==> config.mk <==
export PLATFORM = sky130hd
export DESIGN_NAME = sar_conv_host
export DESIGN_NICKNAME = d
export VERILOG_FILES = /design/src/rtl/sar_conv_host.sv
export SDC_FILE = /design/constraint.sdc
export NUM_CORES = 1
export LEC_CHECK = 0
export BUFFER_PORTS_ARGS = -buffer_cell sky130_fd_sc_hd__buf_2
export CORE_MARGIN = 2
export CORE_UTILIZATION = 65
export CTS_CLUSTER_DIAMETER = 40
export DETAILED_ROUTE_END_ITERATION = 16
export HOLD_SLACK_MARGIN = 0.06
export PLACE_DENSITY = 0.87
export SETUP_SLACK_MARGIN = 0.1
export SLEW_MARGIN = 30
export SYNTH_ARGS = -nofsm -noshare
export SYNTH_HDL_FRONTEND = slang
export SYNTH_SLANG_ARGS = --single-unit
export TNS_END_PERCENT = 1
==> constraint.sdc <==
create_clock -name f100m_clk -period 6.6 [get_ports f100m_clk]
set_input_delay 1.65 -clock f100m_clk [delete_from_list [all_inputs] [get_ports f100m_clk]]
set_output_delay 1.65 -clock f100m_clk [all_outputs]
set_load 0.05 [all_outputs]
==> src/rtl/sar_conv_host.sv <==
// sar_conv_host: host-side SAR toggle-handshake initiator with oversampled
// rounded averaging, WAIT timeout and sticky status flags.
module sar_conv_host #(
    parameter int NBIT    = 10,
    parameter int OSR_MAX = 4,
    parameter int TIMEOUT = 255,
    parameter int SOC_GAP = 2
) (
    input  logic            f100m_clk,
    input  logic            rst,
    input  logic            start,
    input  logic            stop,
    input  logic            cfg_cont,
    input  logic [2:0]      cfg_osr,
    input  logic            sts_clr,
    output logic            sar_soc,
    input  logic            sar_eoc,
    input  logic            sar_err,
    input  logic            sar_warn,
    input  logic [NBIT-1:0] sar_code,
    output logic            res_valid,
    output logic [NBIT-1:0] res_data,
    output logic            busy,
    output logic            err_flag,
    output logic            tmo_flag,
    output logic [7:0]      warn_cnt
);
    localparam int AW = NBIT + OSR_MAX + 1;
    localparam int CW = OSR_MAX + 1;
    localparam int TW = $clog2(TIMEOUT + 1);
    localparam int GW = $clog2(SOC_GAP + 1);

    typedef enum logic [1:0] {IDLE, ISSUE, WAIT, GAP} state_t;
    state_t state, state_nxt;

    logic          eoc_q, err_q, warn_q;
    logic [2:0]    osr;
    logic          cont, stop_pend;
    logic [AW-1:0] acc, sum, rnd;
    logic [CW-1:0] cnt, cnt_inc;
    logic [TW-1:0] timer;
    logic [GW-1:0] gcnt;
    logic          eoc_tog, err_tog, warn_tog, stop_now, last, tmo, in_wait, res_now;

    assign eoc_tog  = sar_eoc ^ eoc_q;
    assign err_tog  = sar_err ^ err_q;
    assign warn_tog = sar_warn ^ warn_q;
    assign stop_now = stop_pend | stop;
    assign in_wait  = state == WAIT;
    assign sum      = acc + AW'(sar_code);
    assign cnt_inc  = cnt + CW'(1);
    assign last     = cnt_inc == (CW'(1) << osr);
    assign rnd      = (osr == 3'd0) ? '0 : AW'(1) << (osr - 3'd1);
    assign tmo      = timer == TW'(TIMEOUT - 1);
    assign res_now  = in_wait && !err_tog && eoc_tog && last;
    assign busy     = state != IDLE;

    always_ff @(posedge f100m_clk) begin
        if (rst) state <= IDLE;
        else     state <= state_nxt;
    end

    // err outranks eoc, which outranks the timeout
    always_comb begin
        state_nxt = state;
        case (state)
            IDLE:    state_nxt = start ? ISSUE : IDLE;
            ISSUE:   state_nxt = WAIT;
            WAIT:    state_nxt = err_tog ? IDLE :
                                 eoc_tog ? ((last && !(cont && !stop_now)) ? IDLE : GAP) :
                                 tmo     ? IDLE : WAIT;
            GAP:     state_nxt = stop_now ? IDLE :
                                 (gcnt == GW'(SOC_GAP - 1)) ? ISSUE : GAP;
            default: state_nxt = IDLE;
        endcase
    end

    always_ff @(posedge f100m_clk) begin
        if (rst) begin
            eoc_q     <= 1'b0;
            err_q     <= 1'b0;
            warn_q    <= 1'b0;
            osr       <= '0;
            cont      <= 1'b0;
            stop_pend <= 1'b0;
            acc       <= '0;
            cnt       <= '0;
            timer     <= '0;
            gcnt      <= '0;
            sar_soc   <= 1'b0;
            res_valid <= 1'b0;
            res_data  <= '0;
            err_flag  <= 1'b0;
            tmo_flag  <= 1'b0;
            warn_cnt  <= '0;
        end else begin
            eoc_q     <= sar_eoc;
            err_q     <= sar_err;
            warn_q    <= sar_warn;
            stop_pend <= (state_nxt == IDLE) ? 1'b0 : (busy && stop) ? 1'b1 : stop_pend;
            gcnt      <= (state == GAP) ? gcnt + GW'(1) : '0;
            timer     <= in_wait ? timer + TW'(1) : '0;
            res_valid <= res_now;
            if (res_now) res_data <= NBIT'((sum + rnd) >> osr);
            if (state == IDLE && start) begin
                osr  <= (cfg_osr > 3'(OSR_MAX)) ? 3'(OSR_MAX) : cfg_osr;
                cont <= cfg_cont;
                acc  <= '0;
                cnt  <= '0;
            end else if (in_wait && eoc_tog && !err_tog) begin
                acc <= last ? '0 : sum;
                cnt <= last ? '0 : cnt_inc;
            end
            if (state == ISSUE) sar_soc <= ~sar_soc;
            err_flag <= (in_wait && err_tog) | (err_flag & ~sts_clr);
            tmo_flag <= (in_wait && !err_tog && !eoc_tog && tmo) | (tmo_flag & ~sts_clr);
            warn_cnt <= warn_tog ? ((&warn_cnt) ? warn_cnt : warn_cnt + 8'd1) :
                        sts_clr  ? '0 : warn_cnt;
        end
    end
endmodule

==> results of run 1 <==
## flip-flops by register name (all words and copies together) (netlist names), 2 cells and up
register	count
gcnt	2
acc	15
res_data	10
state	2
timer	8
osr	3
warn_cnt	8
cnt	5
## cell usage after synthesis, drive strengths merged (5+ instances only)
| library cell | instances |
|---|---|
| a22oi | 9 |
| nand3 | 30 |
| nand3b | 8 |
| xnor2 | 22 |
| a211oi | 8 |
| and3 | 11 |
| nand2b | 5 |
| mux2i | 9 |
| clkbuf | 24 |
| inv | 25 |
| ha | 23 |
| nor2b | 10 |
| or3 | 8 |
| nand2 | 50 |
| a31oi | 7 |
| o211ai | 11 |
| nor3 | 14 |
| dfxtp | 62 |
| nor2 | 82 |
| o21ai | 24 |
| a21oi | 51 |
| xor2 | 17 |
## worst max-delay path, stage by stage
cell and delay (ns):
buf_2 0.08, ha_1 0.19, inv_1 0.06, fa_1 0.40
nor2b_1 0.21, o31ai_1 0.13, nand2_1 0.09, xor2_1 0.23
ha_1 0.33, a21oi_1 0.17, nor2_1 0.07, a311oi_2 0.46
xnor2_1 0.22, mux4_2 0.49, and2_1 0.17, a311oi_1 0.24
nor3_1 0.08
## power groups by stage
stage / Combinational [mW] / Clock, mW / Sequential (mW)
2_1_floorplan: 0.117 / 0 / 0.411
3_3_place_gp: 0.161 / 0 / 0.400
3_5_place_dp: 0.166 / 0 / 0.401
4_1_cts: 0.168 / 0.394 / 0.392
5_1_grt: 0.186 / 0.410 / 0.393
6_report: 0.170 / 0.394 / 0.392
## final timing paths
| kind | slack (ns) | depth (start not counted) | to | from |
|---|---|---|---|---|
| worst max-delay path | 1.55 | 17 | res_data[1]$_SDFFE_PP0P_ | sar_code[0] |
| worst min register to register | 0.44 | 1 | gcnt[0]$_SDFF_PP0_ | gcnt[0]$_SDFF_PP0_ |
| worst max register to register | 2.58 | 16 | res_data[1]$_SDFFE_PP0P_ | acc[0]$_SDFFE_PP0P_ |
| worst min-delay path | 0.44 | 1 | gcnt[0]$_SDFF_PP0_ | gcnt[0]$_SDFF_PP0_ |
## placed cells by master, fill, tap and decap left out, types with 3 or more instances in the layout
| cell | synthesis | final |
|---|---|---|
| a31oi_1 | 6 | 6 |
| xor2_1 | 17 | 17 |
| nand4_1 | 3 | 3 |
| nand2_1 | 50 | 50 |
| nand3_1 | 28 | 28 |
| a22oi_1 | 8 | 8 |
| nand2b_1 | 5 | 4 |
| and2_1 | 3 | 3 |
| mux2i_1 | 9 | 9 |
| buf_4 | 0 | 3 |
| o31ai_1 | 3 | 3 |
| nor2_1 | 82 | 82 |
| and3_1 | 11 | 11 |
| clkbuf_8 | 0 | 10 |
| nand3b_1 | 7 | 7 |
| ha_1 | 23 | 23 |
| buf_2 | 3 | 44 |
| o21ai_1 | 6 | 6 |
| a21oi_1 | 49 | 49 |
| dfxtp_1 | 62 | 62 |
| nor2b_1 | 10 | 10 |
| or3_1 | 6 | 6 |
| o21ai_0 | 18 | 18 |
| a211oi_1 | 6 | 6 |
| o211ai_1 | 10 | 10 |
| xnor2_1 | 20 | 20 |
| a311oi_1 | 3 | 3 |
| nor3_1 | 13 | 13 |
| inv_1 | 23 | 23 |
## logic make-up (layout without fill, tap and decap cells)
| family | count (synthesis) | count (layout) | share of synthesized area |
|---|---|---|---|
| XOR/XNOR | 39 | 39 | 0.0806 |
| AO/OA/AOI/OAI | 144 | 144 | 0.227 |
| other | 1 | 1 | 0.000847 |
| flip-flops | 62 | 62 | 0.280 |
| AND/OR/NAND/NOR | 235 | 235 | 0.259 |
| buffers and inverters | 53 | 88 | 0.0475 |
| adder cells (fa/ha/maj) | 25 | 25 | 0.0741 |
| multiplexers | 11 | 11 | 0.0305 |
## metal layers
layer | up-vias | part of all wire | GRT usage | routed length, microns
li1 | 2090 | - | - | -
met1 | 1968 | 0.45 | 0.389 | 4700
met2 | 164 | 0.47 | 0.455 | 4910
met3 | 29 | 0.060 | 0.0448 | 625
met4 | 0 | 0.024 | 0.126 | 255
met5 | - | 0 | 0 | 0
## layout make-up
cell class | instances | share of cell area
inverter | 25 | 0.0192
multi-input combinational | 455 | 0.609
clock inverter | 6 | 0.0192
timing repair buffer | 47 | 0.0497
sequential | 62 | 0.254
tap | 80 | 0.0205
clock buffer | 10 | 0.0282
==> results by group, run 1 <==
Synth
  – Synth Net Count: slightly above 600
  – Seq/Total Area, Yosys: 0.280
  – Synth unique cells: 75
  – Mapped cell area: 0.00443 sq mm
  – Post-Synthesis Mean Instance Area: 7.77 sq um
  – Largest cells by area after synthesis: dfxtp_1, nor2_1, ha_1, a21oi_1, nand2_1
  – Number of flops mapped to enable cells by yosys: 0
  – Primary FF master, synth: dfxtp_1
  – FF+latch count, synth: 62
  – Top cell type by total area after synthesis: dfxtp_1
  – Synth top area share: 0.280
  – Syn Inst Count: 570
  – YS warnings: 0
  – Async S/R FF share, synth: 0

Drt
  – Drt pass-1 iters: 5
  – Wirelength per Cell: around 15 microns
  – Remaining DRCs: 0
  – Vias: 4251
  – First DRT Iteration DRCs: between 200 and 300
  – Antenna violation net count after detailed routing: 0
  – DR vias/cell: 6.21
  – Detailed-route wire length: 10500 microns

Die
  – Die Ht: 86.5 microns
  – I/O pins: 45
  – DIE AREA: about 0.0075 sq mm
  – Die width: between 80 and 90 microns
  – Core Region: between 0.006 and 0.007 sq mm
  – Std-Cell Rows: 30
  – Initial core utilization: 0.663

Timing
  – Final setup fails: 0
  – Setup TNS: 0 ns
  – Max-slew violation count: 0
  – Minimum hold slack: approximately 0.44 ns
  – RSZ-0062 raised after global routing: no
  – Least-Margin Pin Slew: slightly above 0.8 ns
  – Fmax: between 0.15 and 0.2 GHz
  – Worst Skew: between 0.01 and 0.015 ns
  – Worst setup margin: roughly 1.5 ns
  – Slew HR: 0.448
  – Number of hold violations in the final report: 0
  – Final Cycle Share: 0.766
  – Min Tclk post-route: 5.05 ns

Place
  – GPL Wtd Cong: 0.938
  – Pre-CTS WS: 1.25 ns
  – Port Buffer Count: 44
  – Dpl hpwl: 7470 microns
  – Placed cells: 669
  – Area of placed instances: ~0.0047 sq mm

Clock network
  – Post-CTS setup buffer count: 0
  – Htree depth: 3
  – Clk_lat worst skew: ~0.35 ns
  – Worst-path clk slew: roughly 0.07 ns
  – Clk sinks: 62
  – Clk buf depth: 2
  – Root buffer cell: clkbuf_8
  – # resized after CTS: 0
  – CTS tree: yes
  – Total CTS buffers: 9
  – Hold_buf cts: 0

GRT
  – Vias in the first global route: just under 4000
  – Global route total overflow: 0
  – Initial antenna violation count: 0
  – Total global-route track usage: 0.288
  – Global-route wire length before repair: between 15000 and 20000 microns
  – Largest net degree at the start of global routing: 37

Pwr
  – Leak pwr: 2.00 nW
  – Power density over the cells: 196 mW/mm^2
  – Maximum vdd drop: approximately 0.14 mV
  – Tot Pwr: 0.956 mW
  – Clock power share: 0.412
  – Gate power share: 0.178
  – Switching share of power: 0.302
  – Sw power: 0.289 mW
  – Internal power: 0.667 mW
  – Power share of the sequential group: 0.410

Layout
  – Area taken by multi-input logic gates: between 0.002 and 0.003 sq mm
  – Finished Core Util: 0.731
  – Non-Filler Instances: 685
  – Area delta synth->final: 10.4%
  – Post-route cell area: 0.00489 sq mm
  – Diode count: 0
  – FILL cells: roughly 500
  – Fin nets: 647
  – Total area of sequential cells: 0.00124 sq mm
  – Share of cells above drive strength 1: 0.150

Setup path
  – Critical path class: in -> reg
  – Startpoint Class: primary input
  – Endpoint class of the critical path: register
  – Crit-path max FO: 5
  – CP Data Required Time: about 7 ns
  – Critical Path AT: 5.26 ns

Worst hold path
  – Hold Crit Class: reg -> reg

Run
  – Number of max-cap violations: 0

Run status
  – Status: finished clean
Note: power is estimated with default switching activity, not from simulation.
==> run 2: changes to the inputs <==
CORE_UTILIZATION = 54   (was 65)
PLACE_DENSITY = 0.77   (was 0.87)
clock period = 4.6 ns   (was 6.6 ns; I/O delays follow)
==> run 2 against run 1 <==
  * Register-to-register slack got worse by 1.9 ns
  * Count of clock-buffer cells in the layout did not move
  * Utilization fell by 10 points
  * Setup slack got worse by 1.2 ns
  * Sequential power rose by 43%
  * Die area rose by 19%
  * Combinational power rose by 52%
  * First-iteration DRC count fell by 24%
  * Flip-flop and latch count did not move
  * Critical endpoint unchanged
  * Largest cell class unchanged
  * Highest routed layer unchanged
==> results by group, run 2 (synthesis gave the netlist of run 1 again) <==
Run status
  – Status: finished clean

Pwr
  – Power density over the cells: 273 mW/mm^2
  – Maximum vdd drop: between 0.15 and 0.2 mV
  – Tot Pwr: 1.38 mW
  – Leak pwr: 2.08 nW

Die
  – Initial core utilization: 0.547
  – Die Ht: 94.5 microns
  – DIE AREA: 0.00894 sq mm
  – Core Region: between 0.008 and 0.009 sq mm
  – I/O pins: 45
  – Std-Cell Rows: 33
  – Die width: between 90 and 100 microns

Setup path
  – Top delay family on crit path: compound AO/OA/AOI/OAI gates
  – CP Cell Sequence: buf_2, ha_2, inv_1, fa_2, nor2b_2, o21ai_0, nand2_1, xnor2_1, ha_1, nand3_1, o211ai_1, o41ai_2, xnor2_1, inv_1, mux4_2, and2_1, a311oi_2, nor3_1
  – Reg2reg end: res_data[9]$_SDFFE_PP0P_
  – Reg2Reg Depth: 13
  – Flop2flop setup slack: roughly 0.72 ns
  – Critical path buffer and inverter count: 3
  – CP max-delay cell: mux4_2
  – Startpoint Class: primary input
  – Crit-path max FO: 5
  – Critical Path AT: 4.51 ns
  – Critical path class: in -> reg
  – Critical R2R Launch: osr[2]$_SDFFE_PP0P_
  – Endpoint class of the critical path: register
  – CP max stage delay: between 0.4 and 0.5 ns
  – CP Data Required Time: 4.81 ns

Clock network
  – Root buffer cell: clkbuf_8
  – Total CTS buffers: 9
  – Htree depth: 3
  – Clk sinks: 62
  – Clk buf depth: 2
  – CTS tree: yes
  – Clk_lat worst skew: 0.35 ns
  – Hold_buf cts: 0
  – Worst-path clk slew: 0.08 ns

Layout
  – Commonest non-fill, non-tap cell in the layout: nor2_1
  – Area taken by multi-input logic gates: 0.00302 sq mm
  – Share of cells above drive strength 1: 0.182
  – Area delta synth->final: 14.5%
  – Most flop-heavy register: acc
  – FILL cells: 709
  – Commonest cells after routing, fill and taps aside: nor2_1, dfxtp_1, nand2_1
  – Finished Core Util: 0.626
  – Total area of sequential cells: 0.00124 sq mm
  – Largest regs: acc x15, res_data x10
  – Post-route cell area: 0.00507 sq mm
  – Non-Filler Instances: 725
  – Diode count: 0
  – Fin nets: 662
  – Max reg flops: 15

Worst hold path
  – Hold Path End: gcnt[0]$_SDFF_PP0_
  – Hold Crit Class: reg -> reg
  – Hold path depth: 1
  – HP Start: gcnt[0]$_SDFF_PP0_

Timing
  – Least-Margin Pin Slew: 0.824 ns
  – Setup TNS: 0 ns
  – Min Tclk post-route: 4.30 ns
  – Final setup fails: 0
  – Slew HR: 0.451
  – Number of hold violations in the final report: 0
  – Worst setup margin: 0.298 ns
  – Final Cycle Share: 0.935
  – Minimum hold slack: 0.431 ns
  – Max-slew violation count: 0
  – Fmax: between 0.2 and 0.25 GHz
  – Worst Skew: 0.0129 ns

GRT
  – Total global-route track usage: 0.247
  – Vias in the first global route: 3942
  – Largest net degree at the start of global routing: 37
  – Global-route wire length before repair: 17800 microns
  – Global route total overflow: 0
  – Initial antenna violation count: 0

Place
  – Area of placed instances: around 0.0048 sq mm
  – Port Buffer Count: 44
  – Placed cells: 707
  – Dpl hpwl: 7750 microns
  – GPL Wtd Cong: ~0.9
  – Pre-CTS WS: -0.0842 ns

Drt
  – DR vias/cell: 5.87
  – Antenna violation net count after detailed routing: 0
  – First DRT Iteration DRCs: 226
  – Vias: 4259
  – Detailed-route wire length: 10700 microns
  – Wirelength per Cell: 14.7 microns
  – Remaining DRCs: 0
  – Drt pass-1 iters: 5

Run
  – Number of max-cap violations: 0
## run 2: cell types whose count changed in the layout (fill, tap and decap cells not counted), sizes merged
cell,change
buf,+15
## run 2: worst register-to-register path, delay by kind of cell (launching register included)
kind,cells,cell delay [ns]
AND/OR/NAND/NOR,4,1.29
AO/OA/AOI/OAI,5,1.02
adder cells (fa/ha/maj),2,0.68
flip-flops,1,0.48
XOR/XNOR,1,0.22
buffers and inverters,1,0.06
## run 2: layout make-up
class	count	share of cell area
Sequential cell	62	0.245
Multi-Input combinational cell	455	0.595
Tap cell	105	0.0259
Clock buffer	10	0.0271
Inverter	25	0.0185
Clock inverter	6	0.0185
Timing Repair Buffer	62	0.0701
## run 2: timing repair
item,CTS,global route
resized for setup,0,8
endpoints found under the setup margin,0,7
buffers inserted,0,2
## run 2: routing by layer
metal | share of wire | vias to the layer above | GRT usage
li1 | - | 2113 | -
met1 | 0.45 | 1965 | 0.326
met2 | 0.46 | 156 | 0.400
met3 | 0.063 | 25 | 0.0391
met4 | 0.024 | 0 | 0.106
met5 | 0 | - | 0
## run 2: report_power, final
group / leakage, nW / internal, mW / total, mW / switching, mW
Combinational: 1.47 / 0.0927 / 0.258 / 0.165
Sequential: 0.502 / 0.548 / 0.561 / 0.0121
Clock: 0.113 / 0.324 / 0.564 / 0.240
Total: 2.08 / 0.965 / 1.38 / 0.417
## run 2: worst max path at each step
stage | start | to | slack, ns | depth (start not counted)
6_report | sar_code[0] | res_data[1]$_SDFFE_PP0P_ | 0.30 | 18
5_1_grt | sar_code[0] | res_data[1]$_SDFFE_PP0P_ | -0.06 | 18
4_1_cts | sar_code[0] | res_data[1]$_SDFFE_PP0P_ | 0.22 | 18
3_5_place_dp | sar_code[0] | res_data[1]$_SDFFE_PP0P_ | -0.08 | 18
3_3_place_gp | sar_code[0] | res_data[1]$_SDFFE_PP0P_ | 0.02 | 18
2_1_floorplan | sar_code[0] | res_data[1]$_SDFFE_PP0P_ | 0.17 | 16
